**src/rtl/beamform_pkg.sv**
```systemverilog
// Shared parameters, FSM state type and focal-point delay LUT for the beamformer.
package beamform_pkg;

    localparam int unsigned DATA_W = 3;
    localparam int unsigned DEPTH  = 16;
    localparam int unsigned OUT_W  = 5;
    localparam int unsigned FP_W   = 4;
    localparam int unsigned SKIP_W = 3;

    typedef enum logic [1:0] {
        IDLE  = 2'd0,
        ALIGN = 2'd1,
        SUM   = 2'd2
    } state_t;

    // Returns {delay_A, delay_B}; lower half focuses toward B, upper half toward A.
    function automatic logic [2*SKIP_W-1:0] lut_delay(input logic [FP_W-1:0] f);
        logic [SKIP_W-1:0] low;
        low = f[SKIP_W-1:0];
        if (f[FP_W-1] == 1'b0) begin
            return {SKIP_W'(0), SKIP_W'(~low)};
        end
        return {low, SKIP_W'(0)};
    endfunction

endpackage

```
**src/rtl/sync_fifo.sv**
```systemverilog
// Show-ahead synchronous FIFO with registered empty/full flags.
module sync_fifo #(
    parameter int unsigned DATA_W = 3,
    parameter int unsigned DEPTH  = 16
) (
    input  logic              clk,
    input  logic              reset,
    input  logic              wr_en_i,
    input  logic [DATA_W-1:0] wr_data_i,
    input  logic              rd_en_i,
    output logic [DATA_W-1:0] head_c_o,
    output logic              empty_o,
    output logic              full_o
);

    localparam int unsigned AW = $clog2(DEPTH);
    localparam int unsigned CW = AW + 1;

    logic [DATA_W-1:0] mem_q [DEPTH];
    logic [AW-1:0]     wr_ptr_q;
    logic [AW-1:0]     rd_ptr_q;
    logic [CW-1:0]     count_q;
    logic [CW-1:0]     count_d;
    logic              empty_q;
    logic              full_q;
    logic              push_c;
    logic              pop_c;

    // A write while full is dropped even when a pop frees a slot this cycle.
    assign push_c  = wr_en_i && !full_q;
    assign pop_c   = rd_en_i && !empty_q;
    assign count_d = count_q + CW'(push_c) - CW'(pop_c);

    always_ff @(posedge clk) begin
        if (reset) begin
            wr_ptr_q <= '0;
            rd_ptr_q <= '0;
            count_q  <= '0;
            empty_q  <= 1'b1;
            full_q   <= 1'b0;
        end else begin
            if (push_c) begin
                wr_ptr_q <= wr_ptr_q + AW'(1);
            end
            if (pop_c) begin
                rd_ptr_q <= rd_ptr_q + AW'(1);
            end
            count_q <= count_d;
            empty_q <= (count_d == CW'(0));
            full_q  <= (count_d == CW'(DEPTH));
        end
    end

    always_ff @(posedge clk) begin
        if (push_c) begin
            mem_q[wr_ptr_q] <= wr_data_i;
        end
    end

    assign head_c_o = mem_q[rd_ptr_q];
    assign empty_o  = empty_q;
    assign full_o   = full_q;

endmodule

```
**src/rtl/lut_beamform_top.sv**
```systemverilog
// Two-channel delay-and-sum beamformer: per-channel FIFOs, focal-point LUT,
// leading-sample skip alignment and a registered channel sum.
module lut_beamform_top
    import beamform_pkg::*;
(
    input  logic              Clk,
    input  logic              reset,
    input  logic [FP_W-1:0]   focal_point,
    input  logic              write_en_fifo_A,
    input  logic              write_en_fifo_B,
    input  logic [DATA_W-1:0] write_data_fifo_A,
    input  logic [DATA_W-1:0] write_data_fifo_B,
    input  logic              read_en_fifo_A,
    input  logic              read_en_fifo_B,
    output logic [OUT_W-1:0]  output_data,
    output logic              fifo_A_empty,
    output logic              fifo_B_empty,
    output logic              fifo_A_full,
    output logic              fifo_B_full
);

    state_t              state_q;
    logic [SKIP_W-1:0]   skip_a_q;
    logic [SKIP_W-1:0]   skip_b_q;
    logic [OUT_W-1:0]    out_q;
    logic [DATA_W-1:0]   head_a_c;
    logic [DATA_W-1:0]   head_b_c;
    logic [2*SKIP_W-1:0] delay_c;
    logic                en_c;
    logic                pop_a_c;
    logic                pop_b_c;

    assign en_c    = read_en_fifo_A && read_en_fifo_B;
    assign delay_c = lut_delay(focal_point);

    sync_fifo #(.DATA_W(DATA_W), .DEPTH(DEPTH)) u_fifo_a (
        .clk      (Clk),
        .reset    (reset),
        .wr_en_i  (write_en_fifo_A),
        .wr_data_i(write_data_fifo_A),
        .rd_en_i  (pop_a_c),
        .head_c_o (head_a_c),
        .empty_o  (fifo_A_empty),
        .full_o   (fifo_A_full)
    );

    sync_fifo #(.DATA_W(DATA_W), .DEPTH(DEPTH)) u_fifo_b (
        .clk      (Clk),
        .reset    (reset),
        .wr_en_i  (write_en_fifo_B),
        .wr_data_i(write_data_fifo_B),
        .rd_en_i  (pop_b_c),
        .head_c_o (head_b_c),
        .empty_o  (fifo_B_empty),
        .full_o   (fifo_B_full)
    );

    // Pop requests: skipping in ALIGN stalls per channel while that FIFO is empty.
    always_comb begin
        pop_a_c = 1'b0;
        pop_b_c = 1'b0;
        if (en_c) begin
            if (state_q == ALIGN) begin
                pop_a_c = (skip_a_q != '0) && !fifo_A_empty;
                pop_b_c = (skip_b_q != '0) && !fifo_B_empty;
            end else if (state_q == SUM) begin
                pop_a_c = !fifo_A_empty && !fifo_B_empty;
                pop_b_c = !fifo_A_empty && !fifo_B_empty;
            end
        end
    end

    always_ff @(posedge Clk) begin
        if (reset) begin
            state_q  <= IDLE;
            skip_a_q <= '0;
            skip_b_q <= '0;
            out_q    <= '0;
        end else begin
            case (state_q)
                IDLE: begin
                    if (en_c) begin
                        skip_a_q <= delay_c[2*SKIP_W-1:SKIP_W];
                        skip_b_q <= delay_c[SKIP_W-1:0];
                        state_q  <= ALIGN;
                    end
                end
                ALIGN: begin
                    if (!en_c) begin
                        skip_a_q <= '0;
                        skip_b_q <= '0;
                        state_q  <= IDLE;
                    end else begin
                        if (pop_a_c) begin
                            skip_a_q <= skip_a_q - SKIP_W'(1);
                        end
                        if (pop_b_c) begin
                            skip_b_q <= skip_b_q - SKIP_W'(1);
                        end
                        if ((skip_a_q == '0) && (skip_b_q == '0)) begin
                            state_q <= SUM;
                        end
                    end
                end
                SUM: begin
                    if (!en_c) begin
                        state_q <= IDLE;
                    end else if (pop_a_c) begin
                        out_q <= OUT_W'(head_a_c) + OUT_W'(head_b_c);
                    end
                end
                default: begin
                    state_q <= IDLE;
                end
            endcase
        end
    end

    assign output_data = out_q;

endmodule

```
**config.mk**
```make
export PLATFORM = sky130hd
export DESIGN_NAME = lut_beamform_top
export DESIGN_NICKNAME = d
export VERILOG_FILES = /design/src/rtl/beamform_pkg.sv /design/src/rtl/sync_fifo.sv /design/src/rtl/lut_beamform_top.sv
export SDC_FILE = /design/constraint.sdc
export NUM_CORES = 1
export LEC_CHECK = 0
export ABC_AREA = 1
export BUFFER_PORTS_ARGS = -buffer_cell sky130_fd_sc_hd__clkbuf_2
export CORE_ASPECT_RATIO = 0.9
export CORE_MARGIN = 5
export CORE_UTILIZATION = 55
export CTS_BUF_LIST = sky130_fd_sc_hd__clkbuf_2 sky130_fd_sc_hd__clkbuf_4 sky130_fd_sc_hd__clkbuf_8
export CTS_CLUSTER_DIAMETER = 30
export DETAILED_ROUTE_END_ITERATION = 6
export PLACE_DENSITY = 0.76
export SLEW_MARGIN = 5
export SYNTH_ARGS = -nofsm -noshare
export SYNTH_HDL_FRONTEND = slang
export SYNTH_SLANG_ARGS = --single-unit
```
**constraint.sdc**
```tcl
create_clock -name Clk -period 2.7 [get_ports Clk]
set_input_delay 0.405 -clock Clk [delete_from_list [all_inputs] [get_ports Clk]]
set_output_delay 0.405 -clock Clk [all_outputs]
set_load 0.05 [all_outputs]
```
==> results of run 1 <==
worst min-delay path, stage by stage:
cell,delay [ns]
sky130_fd_sc_hd__clkbuf_2,0.09
sky130_fd_sc_hd__o22ai_1,0.08
sky130_fd_sc_hd__nor2_1,0.10
sky130_fd_sc_hd__nor2_1,0.05
per-layer routing:
metal	track usage [%]	vias up
li1	-	2444
met1	24.6	2216
met2	32.8	111
met3	4.48	18
met4	7.15	0
met5	0	-
logic make-up (layout without fill, tap and decap cells):
kind of cell | Yosys count | after routing | synth area share (%)
other | 1 | 1 | 0.0564
buffers and inverters | 85 | 128 | 5.25
and+or+nand+nor | 376 | 376 | 23.9
adders and majority gates | 28 | 28 | 5.61
AOI/OAI and AO/OA | 76 | 76 | 5.87
xor gates and xnor gates | 7 | 7 | 0.922
DFF | 146 | 146 | 58.4
cells in the final DEF (no fill, tap or decap), types with 2 or more instances in the layout:
master                       synthesis  routed
sky130_fd_sc_hd__o21ai_0            36      36
sky130_fd_sc_hd__nand4_1             2       2
sky130_fd_sc_hd__inv_1              62      62
sky130_fd_sc_hd__fa_1                3       3
sky130_fd_sc_hd__clkinvlp_4          0       3
sky130_fd_sc_hd__a21oi_1            35      35
sky130_fd_sc_hd__nand2_2             3       3
sky130_fd_sc_hd__nand3_1            74      74
sky130_fd_sc_hd__ha_1               25      25
sky130_fd_sc_hd__nand2b_1            2       2
sky130_fd_sc_hd__nand3b_1            3       3
sky130_fd_sc_hd__clkinv_4            0       2
sky130_fd_sc_hd__nand2_1           137     137
sky130_fd_sc_hd__clkbuf_8            0      17
sky130_fd_sc_hd__buf_4               1      10
sky130_fd_sc_hd__bufinv_16           0       5
sky130_fd_sc_hd__nor2_1            140     140
sky130_fd_sc_hd__edfxtp_1           96      96
sky130_fd_sc_hd__clkbuf_2            0      23
sky130_fd_sc_hd__clkinv_2            0       2
sky130_fd_sc_hd__clkbuf_4            0       2
sky130_fd_sc_hd__nor3_1              7       6
sky130_fd_sc_hd__dfxtp_1            50      50
sky130_fd_sc_hd__nor3_2              1       2
sky130_fd_sc_hd__o211ai_1            3       3
sky130_fd_sc_hd__nand3_2             2       2
sky130_fd_sc_hd__xor2_1              6       6
path summary, 6_finish.rpt:
check,to,slack [ns],depth (start not counted)
min,skip_b_q[0],0.30,4
max,u_fifo_a.full_o,0.19,13
min reg2reg,output_data[1],0.47,2
max reg2reg,u_fifo_a.full_o,0.19,13
report_power, final:
part	total (mW)	internal, mW	switching [mW]
clock	1.92	1.12	0.801
combinational	1.06	0.358	0.706
sequential	2.60	2.53	0.0744
total	5.59	4.01	1.58
layout make-up:
cell class / count / area [sq um] / share of cell area [%]
multi-input combinational: 488 / 2420 / 32.7
clock buffer: 19 / 249 / 3.37
clock inverter: 13 / 209 / 2.83
sequential: 146 / 3880 / 52.6
inverter: 63 / 236 / 3.20
timing repair buffer: 33 / 190 / 2.57
tap: 160 / 200 / 2.71
sequential cells by signal (all words and copies together), names as in the netlist, named ones only:
name	flops
output_data	4
skip_a_q	3
skip_b_q	3
state_q	2
u_fifo_a.count_q	5
u_fifo_a.empty_o	1
u_fifo_a.full_o	1
u_fifo_a.mem_q	48
u_fifo_a.rd_ptr_q	4
u_fifo_a.wr_ptr_q	4
u_fifo_b.count_q	5
u_fifo_b.empty_o	1
u_fifo_b.full_o	1
u_fifo_b.mem_q	48
u_fifo_b.rd_ptr_q	4
u_fifo_b.wr_ptr_q	4
timing repair:
| action | in CTS | in global routing |
|---|---|---|
| setup buffers | 0 | 0 |
| endpoints found under the setup margin | 0 | 2 |
| gates resized for setup | 0 | 1 |
==> Flow_metrics.wiki, run 1 <==
{| class="wikitable"
! Metric !! Value
|-
| Worst stage delay on the critical path || 0.45 ns
|-
| Number of nets with antenna violations after routing || 0
|-
| Overall power || 5.59 mW
|-
| Leakage dissipation || 2.94 nW
|-
| Kind of critical path || reg2reg
|-
| Via count || 4789
|-
| CTS Root Cell || sky130_fd_sc_hd__clkbuf_8
|-
| WL met3 || 643 um
|-
| Fill count || 969
|-
| Fin nets || 793
|-
| Worst setup SP type || flip-flop
|-
| Worst-skew pair later-pin latency || 0.45 ns
|-
| I/O Buffers || 23
|-
| Fin Clk Skew || 0.0108 ns
|-
| Post-DP Area || 6920 sq um
|-
| Drt initial violations || 328
|-
| Post-Synthesis Cell Area || 6650 sq um
|-
| DR WL met2 || 6270 um
|-
| Worst endpoint required time || 3.08 ns
|-
| Number of antenna diodes || 0
|-
| Final setup violation count || 0
|-
| Status || finished clean
|-
| Total of warnings raised by yosys || 0
|-
| Count of standard-cell rows || 38
|-
| Number of endpoints with negative hold slack in the final report || 0
|-
| Met1 WL || 5860 um
|-
| Distinct cell type count of the synthesized netlist || 34
|-
| Post-layout utilization of the core || 61.9%
|-
| Async set-reset flop share out of synthesis || 0%
|-
| Final worst path period need || 2.51 ns
|-
| Critical-path cell list || inv_1, ha_1, nand2_1, nand3_2, nand2_2, nand2_2, or2_1, nand2_1, ha_1, fa_1, nor3_1, nand2_1, nor2_1
|-
| Sequential cell area fraction in the yosys report || 58.4%
|-
| Detailed placement HPWL || 9190 um
|-
| Worst slack, placed || 0.200 ns
|-
| Class of the most critical hold timing path || in2reg
|-
| Drt drc || 0
|-
| Cell family with most CP delay || simple AND/OR/NAND/NOR gates
|-
| Initial antenna violation count || 0
|-
| Initial Utilization || 55.7%
|-
| Unrepaired setup endpoints after global routing || false
|-
| Die span in x || 126 um
|-
| Most frequent cell after synthesis || sky130_fd_sc_hd__nor2_1
|-
| Worst VDD drop || 0.543 mV
|-
| Number of buffers created by CTS || 17
|-
| Detailed-route vias per instance || 5.19
|-
| Number of search-and-repair iterations in the first detailed-routing pass || 5
|-
| Clock slew at reported path FFs || 0.08 ns
|-
| IO Pins || 25
|-
| Max capacitance violation total || 0
|-
| Routability-driven placement congestion ratio || 0.881
|-
| Part of the cycle the worst path needs || 92.8%
|-
| Least-Margin Pin Slew || 0.548 ns
|-
| Count of clock tree sinks || 146
|-
| Share of Yosys cell area claimed by the top area cell type || 43.4%
|-
| Layout-stage area growth over the synthesis result || 11.1%
|-
| Commonest cells in the synthesized netlist || 140 x sky130_fd_sc_hd__nor2_1, 137 x sky130_fd_sc_hd__nand2_1, 96 x sky130_fd_sc_hd__edfxtp_1
|-
| Bufs on Longest Clock Path || 2
|-
| Largest cells by area after synthesis || sky130_fd_sc_hd__edfxtp_1 43%, sky130_fd_sc_hd__dfxtp_1 15%, sky130_fd_sc_hd__nor2_1 7.9%
|-
| Cell Count Post-Placement || 890
|-
| Post-route non-filler standard cell count || 922
|-
| Average cell area after synthesis || 9.24 sq um
|-
| Slew Limit Fails || 0
|-
| Total GRT Usage || 19.4%
|-
| Share of layout cells above drive strength 1 || 10.1%
|-
| Top layer reached by signal wires || met4
|-
| Wire length of the first global-routing pass || 22200 um
|-
| Height of the die || 114 um
|-
| Critical path peak fanout || 5
|-
| Setup crit end kind || flip-flop
|-
| Clock tree from TritonCTS || built
|-
| Startpoint of the most critical hold path || focal_point[0]
|-
| Pin count of the biggest net entering global routing || 30
|-
| Sum of overflow across all layers after global routing || 0
|-
| Hold Slack || 0.305 ns
|-
| Floorplan die area || 14400 sq um
|-
| FF+latch count, synth || 146
|-
| Average wire per cell in the routed design || 14.1 um
|-
| H-tree depth || 4
|-
| Final instance area || 7390 sq um
|-
| Critical register-to-register path startpoint || skip_a_q[0]
|-
| Total Neg Setup Slack || 0 ns
|-
| Buffers & Inverters on Critical Path || 1
|-
| Most common cell type on the critical path || sky130_fd_sc_hd__nand2_1
|-
| Mapped Cells || 719
|-
| CP Data Arrival Time || 2.89 ns
|-
| Hold-fix buffers, CTS || 0
|-
| Mapped Nets || 763
|-
| Total wire length || 13000 um
|-
| Achievable clock frequency || 399 MHz
|-
| Most area-hungry cell type in the Yosys netlist || sky130_fd_sc_hd__edfxtp_1
|-
| Critical path startpoint || skip_a_q[0]
|-
| Remaining max-slew budget at the tightest pin || 63.4%
|-
| Power density over the cells || 756 nW/um^2
|-
| Number of global-route vias before repair || 4783
|-
| Primary flip-flop cell chosen by synthesis mapping || sky130_fd_sc_hd__edfxtp_1
|-
| Number of synthesized flops with an enable pin || 96
|-
| Slack of the critical path || 0.193 ns
|-
| Crit-path slowest cell || sky130_fd_sc_hd__fa_1
|-
| Core area || 11900 sq um
|}
Note: power is estimated with default switching activity, not from simulation.
==> run 2: changes to the inputs <==
SYNTH_HIERARCHICAL = 1   (was unset)
==> run 2 against run 1 <==
  * Clock-buffer cell count is the same
  * Setup slack lost 0.11 ns
  * Die area grew 4.7%
  * First-iteration DRC count grew 3.0%
  * Sequential power is essentially flat
  * Critical endpoint is now u_fifo_a/empty_o
  * Largest power group unchanged
  * Highest routed layer unchanged
==> Flow_metrics.wiki, run 2 <==
{| class="wikitable"
! Metric !! Value
|-
| Status || finished clean
|-
| Via count || 5107
|-
| IO Pins || 25
|-
| Total wire length || 13100 um
|-
| Clock tree from TritonCTS || built
|-
| Layout-stage area growth over the synthesis result || 11.1%
|-
| Number of buffers created by CTS || 17
|-
| Worst setup SP type || flip-flop
|-
| Most common cell after layout, fill and taps aside || sky130_fd_sc_hd__nand2_1
|-
| Core area || 12600 sq um
|-
| Bufs on Longest Clock Path || 2
|-
| Async set-reset flop share out of synthesis || 0%
|-
| Area of the multi-input gates || 2460 sq um
|-
| Wire length of the first global-routing pass || 21900 um
|-
| Number of endpoints with negative hold slack in the final report || 0
|-
| Slew Limit Fails || 0
|-
| Worst stage delay on the critical path || 0.35 ns
|-
| Total Neg Setup Slack || 0 ns
|-
| Initial Utilization || 55.5%
|-
| Routability-driven placement congestion ratio || 0.854
|-
| Leakage dissipation || 3.42 nW
|-
| Height of the die || 117 um
|-
| Total GRT Usage || 18.5%
|-
| Drt drc || 0
|-
| Hold Slack || 0.383 ns
|-
| Share of Yosys cell area claimed by the top area cell type || 41.3%
|-
| Critical path peak fanout || 3
|-
| Total of warnings raised by yosys || 6
|-
| Number of search-and-repair iterations in the first detailed-routing pass || 7
|-
| Part of the cycle the worst path needs || 96.8%
|-
| Final worst path period need || 2.61 ns
|-
| Most area-hungry cell type in the Yosys netlist || sky130_fd_sc_hd__edfxtp_1
|-
| Share of layout cells above drive strength 1 || 12.3%
|-
| Mapped Nets || 853
|-
| Average wire per cell in the routed design || 12.9 um
|-
| Top library cells by usage in the layout, fill and taps aside || 215 x sky130_fd_sc_hd__nand2_1, 140 x sky130_fd_sc_hd__inv_1, 99 x sky130_fd_sc_hd__nand3_1
|-
| Total area of sequential cells || 3890 sq um
|-
| Die span in x || 129 um
|-
| Number of global-route vias before repair || 4755
|-
| Largest cells by area after synthesis || sky130_fd_sc_hd__edfxtp_1 41%, sky130_fd_sc_hd__dfxtp_1 14%, sky130_fd_sc_hd__nand2_1 12%
|-
| Mapped Cells || 809
|-
| Average cell area after synthesis || 8.64 sq um
|-
| Max capacitance violation total || 0
|-
| Commonest cells in the synthesized netlist || 218 x sky130_fd_sc_hd__nand2_1, 144 x sky130_fd_sc_hd__inv_1, 103 x sky130_fd_sc_hd__nand3_1
|-
| Primary flip-flop cell chosen by synthesis mapping || sky130_fd_sc_hd__edfxtp_1
|-
| Leading registers by flop count || u_fifo_a/mem_q x48, u_fifo_b/mem_q x48
|-
| Setup crit end kind || flip-flop
|-
| Number of synthesized flops with an enable pin || 96
|-
| Initial antenna violation count || 0
|-
| Most frequent cell after synthesis || sky130_fd_sc_hd__nand2_1
|-
| Distinct cell type count of the synthesized netlist || 27
|-
| GRT Max-Usage Layer || met2
|-
| Number of antenna diodes || 0
|-
| Detailed-route vias per instance || 5.00
|-
| Worst VDD drop || 0.501 mV
|-
| Drt initial violations || 338
|-
| Floorplan die area || 15100 sq um
|-
| Fill count || 1051
|-
| Critical-path cell list || inv_1, ha_2, nand2_2, nand3_2, a21oi_2, inv_2, nor2_4, inv_2, nor2_2, inv_1, nand2_1, ha_2, inv_1, fa_2, nand3b_1, nand3_2, nand2_1, nand3_1, nand2_1
|-
| Sequential cell area fraction in the yosys report || 55.6%
|-
| Power density over the cells || 710 nW/um^2
|-
| Fin nets || 889
|-
| CP Data Arrival Time || 2.94 ns
|-
| Global-route met2 utilization || 30.0%
|-
| Achievable clock frequency || 383 MHz
|-
| Fin Clk Skew || 0.00650 ns
|-
| Worst endpoint required time || 3.02 ns
|-
| Class of the most critical hold timing path || in2reg
|-
| Remaining max-slew budget at the tightest pin || 47.9%
|-
| FF+latch count, synth || 146
|-
| I/O Buffers || 23
|-
| Least-Margin Pin Slew || 0.776 ns
|-
| Met1 Use GR || 24.7%
|-
| Global Route met3 Usage || 4.40%
|-
| Pin count of the biggest net entering global routing || 25
|-
| Crit-path slowest cell || sky130_fd_sc_hd__fa_2
|-
| Count of clock tree sinks || 146
|-
| Final setup violation count || 0
|-
| Kind of critical path || reg2reg
|-
| Count of standard-cell rows || 39
|-
| CTS Root Cell || sky130_fd_sc_hd__clkbuf_8
|-
| H-tree depth || 4
|-
| Worst-skew pair later-pin latency || 0.43 ns
|-
| Sum of overflow across all layers after global routing || 0
|-
| Detailed placement HPWL || 8990 um
|-
| Post-Synthesis Cell Area || 6990 sq um
|-
| Clock slew at reported path FFs || 0.08 ns
|-
| Number of nets with antenna violations after routing || 0
|}
run 2: cell count changes in the layout (fill, tap and decap cells not counted), moves of 5 or more:
cell,change
sky130_fd_sc_hd__inv_1,+78
sky130_fd_sc_hd__nand2_1,+78
sky130_fd_sc_hd__nor2_1,-51
sky130_fd_sc_hd__o21ai_0,-31
sky130_fd_sc_hd__nand3_1,+25
sky130_fd_sc_hd__a21oi_1,-13
sky130_fd_sc_hd__xor2_1,-6
sky130_fd_sc_hd__inv_2,+5
run 2: cells by family (layout without fill, tap and decap cells):
logic type	after synthesis	after routing	synth area share (%)
other cells	1	1	0.0537
simple gates	432	432	26.1
flops	146	146	55.6
buf+inv	166	214	10.0
xor+xnor	5	5	0.627
fa+ha+maj	28	28	5.34
compound gates	31	31	2.24
run 2: routing by layer:
metal / part of all wire (%) / vias to the layer above
li1: - / 2625
met1: 45 / 2318
met2: 47 / 145
met3: 6.5 / 19
met4: 1.2 / 0
met5: 0 / -
run 2: through the flow:
stage          std cells  cell area, sq um  setup WS [ns]  total power, mW  util, %
4_1_cts             1019              7680         0.0458             5.48     61.0
3_3_place_gp         988              7240          0.139             3.63     57.5
3_5_place_dp         988              7240         0.0703             3.65     57.5
6_report            1021              7760         0.0858             5.51     61.6
5_1_grt             1021              7760        -0.0857             5.83     61.6
2_1_floorplan        809              6990         0.0619             3.41        -
run 2: area by class of cell:
type	instances	area share (%)
inverter	148	7.22
multi-input combinational	497	31.7
clock buffer	19	3.29
timing repair buffer	35	2.64
clock inverter	12	2.35
sequential	146	50.1
tap	164	2.64
run 2: timing repair:
action                     CTS  global route
hold buffers                 0             0
resized for setup            0            27
buffers inserted             0             2
setup endpoints to repair    0             7
run 2: worst paths after layout:
path	from	cells past startpoint	to	slack, ns
max	skip_a_q[0]	19	u_fifo_a/empty_o	0.09
min	write_en_fifo_B	5	u_fifo_b/wr_ptr_q[0]	0.38
max reg2reg	skip_a_q[0]	19	u_fifo_a/empty_o	0.09
min reg2reg	output_data[3]	2	output_data[3]	0.47
run 2: report_power, final:
group          leakage [nW]  total [mW]  switching [mW]  internal [mW]
clock network         0.212        1.84           0.798           1.04
logic                  1.94        1.07           0.711          0.356
registers              1.28        2.60          0.0850           2.52
run 2: worst max-delay path: cells and delay by family, from the launching register on:
family / cells / cell delay (ns)
flops: 1 / 0.33
simple gates: 10 / 0.95
compound gates: 1 / 0.20
fa+ha+maj: 3 / 0.72
buf+inv: 5 / 0.31
==> run 3: changes to the inputs <==
CORE_ASPECT_RATIO = unset   (was 0.9)
==> run 3 against run 2 <==
  * Clock power barely moved
  * Sequential cell count unchanged
  * Non-clock buffer count fell by 1
  * Largest cell class unchanged
==> Flow_metrics.wiki, run 3 (same netlist as run 2, synthesis figures left out) <==
{| class="wikitable"
! Metric !! Value
|-
| Status || finished clean
|-
| I/O Buffers || 23
|-
| Overall power || 5.49 mW
|-
| Worst setup SP type || flip-flop
|-
| Cell family with most CP delay || simple AND/OR/NAND/NOR gates
|-
| Least-Margin Pin Slew || 0.745 ns
|-
| Total wire length || 13400 um
|-
| Critical-path cell list || inv_1, ha_1, nand2_2, nand3_4, a21oi_2, inv_2, nor2_4, inv_1, nor2_2, inv_1, nand2_1, ha_1, inv_1, fa_2, nand3b_1, nand3_1, nand2_1, nand3_1, nand2_1
|-
| IO Pins || 25
|-
| Layout-stage area growth over the synthesis result || 11.0%
|-
| Drt initial violations || 336
|-
| Die span in x || 123 um
|-
| Worst stage delay on the critical path || 0.34 ns
|-
| Initial antenna violation count || 0
|-
| Final setup violation count || 0
|-
| Drt drc || 0
|-
| Setup crit end kind || flip-flop
|-
| Pin count of the biggest net entering global routing || 25
|-
| Bufs on Longest Clock Path || 2
|-
| Post-route non-filler standard cell count || 1029
|-
| Achievable clock frequency || 390 MHz
|-
| Height of the die || 123 um
|-
| Top library cells by usage in the layout, fill and taps aside || 216 x sky130_fd_sc_hd__nand2_1, 141 x sky130_fd_sc_hd__inv_1, 101 x sky130_fd_sc_hd__nand3_1
|-
| Worst VDD drop || 0.521 mV
|-
| Number of buffers created by CTS || 17
|-
| Initial Utilization || 55.8%
|-
| Fin Clk Skew || 0.0117 ns
|-
| Most common cell type on the critical path || sky130_fd_sc_hd__inv_1
|-
| Unrepaired setup endpoints after global routing || true
|-
| Detailed-route vias per instance || 4.99
|-
| Class of the most critical hold timing path || in2reg
|-
| Detailed placement HPWL || 9130 um
|-
| Number of antenna diodes || 0
|-
| Floorplan die area || 15100 sq um
|-
| Kind of critical path || reg2reg
|-
| Number of search-and-repair iterations in the first detailed-routing pass || 5
|-
| Post-layout utilization of the core || 61.9%
|-
| Fin nets || 888
|-
| CTS Root Cell || sky130_fd_sc_hd__clkbuf_8
|-
| Routability-driven placement congestion ratio || 0.849
|-
| H-tree depth || 4
|-
| Most common cell after layout, fill and taps aside || sky130_fd_sc_hd__nand2_1
|-
| Power density over the cells || 708 nW/um^2
|-
| Crit-path slowest cell || sky130_fd_sc_hd__fa_2
|-
| Critical path peak fanout || 3
|-
| Clock slew at reported path FFs || 0.08 ns
|-
| Leakage dissipation || 3.43 nW
|-
| Number of endpoints with negative hold slack in the final report || 0
|-
| Slew Limit Fails || 0
|-
| Cell Count Post-Placement || 996
|-
| Share of layout cells above drive strength 1 || 11.2%
|-
| Leading registers by flop count || u_fifo_a/mem_q x48, u_fifo_b/mem_q x48
|-
| Number of global-route vias before repair || 4936
|-
| Hold-fix buffers, CTS || 0
|-
| Remaining max-slew budget at the tightest pin || 50.0%
|-
| Sum of overflow across all layers after global routing || 0
|-
| Worst endpoint required time || 3.02 ns
|-
| Clock tree from TritonCTS || built
|-
| Final worst path period need || 2.56 ns
|-
| CP Data Arrival Time || 2.88 ns
|-
| Worst-skew pair later-pin latency || 0.43 ns
|-
| Count of clock tree sinks || 146
|-
| Total GRT Usage || 19.0%
|-
| Max capacitance violation total || 0
|-
| Wire length of the first global-routing pass || 22400 um
|-
| Number of nets with antenna violations after routing || 0
|-
| Count of standard-cell rows || 41
|-
| Buffers & Inverters on Critical Path || 5
|-
| Part of the cycle the worst path needs || 94.9%
|-
| Average wire per cell in the routed design || 13.0 um
|-
| Via count || 5136
|-
| Core area || 12500 sq um
|}
[run 3: where the power goes]
group,internal (mW),switching [mW]
clock network,1.08,0.781
registers,2.52,0.0886
logic,0.345,0.682
[run 3: cell type report]
| class | instances | area, sq um |
|---|---|---|
| sequential | 146 | 3890 |
| clock inverter | 10 | 158 |
| tap | 172 | 215 |
| inverter | 148 | 561 |
| clock buffer | 22 | 282 |
| timing repair buffer | 34 | 198 |
| fill | 1062 | 4760 |
| multi-input combinational | 497 | 2450 |
[run 3: stage by stage]
stage	setup TNS, ns	cell area, sq um	hold WS (ns)	worst slack, ns
floorplan	0	6990	0.452	0.0619
global placement	0	7250	0.451	0.110
detailed placement	0	7250	0.460	0.0476
CTS	0	7700	0.257	0.0257
global route	-0.394	7750	0.280	-0.0894
finish	0	7750	0.282	0.137
[run 3: worst paths after layout]
kind / endpoint / start / slack [ns] / depth (start not counted)
worst min register to register: output_data[2] / output_data[2] / 0.47 / 2
worst max-delay path: u_fifo_a/empty_o / skip_a_q[0] / 0.14 / 19
worst min-delay path: u_fifo_b/count_q[1] / reset / 0.28 / 2
worst max register to register: u_fifo_a/empty_o / skip_a_q[0] / 0.14 / 19
[run 3: what timing repair did]
item,in CTS,in global routing
endpoints found under the setup margin,1,9
buffers inserted,0,1
pin swaps,0,10
resized for setup,1,19
[run 3: per-layer routing]
layer / track usage (%) / vias up / part of all wire [%]
li1: - / 2616 / -
met1: 24.4 / 2320 / 43
met2: 31.5 / 180 / 48
met3: 5.12 / 20 / 7.7
met4: 5.60 / 0 / 1.1
met5: 0 / - / 0
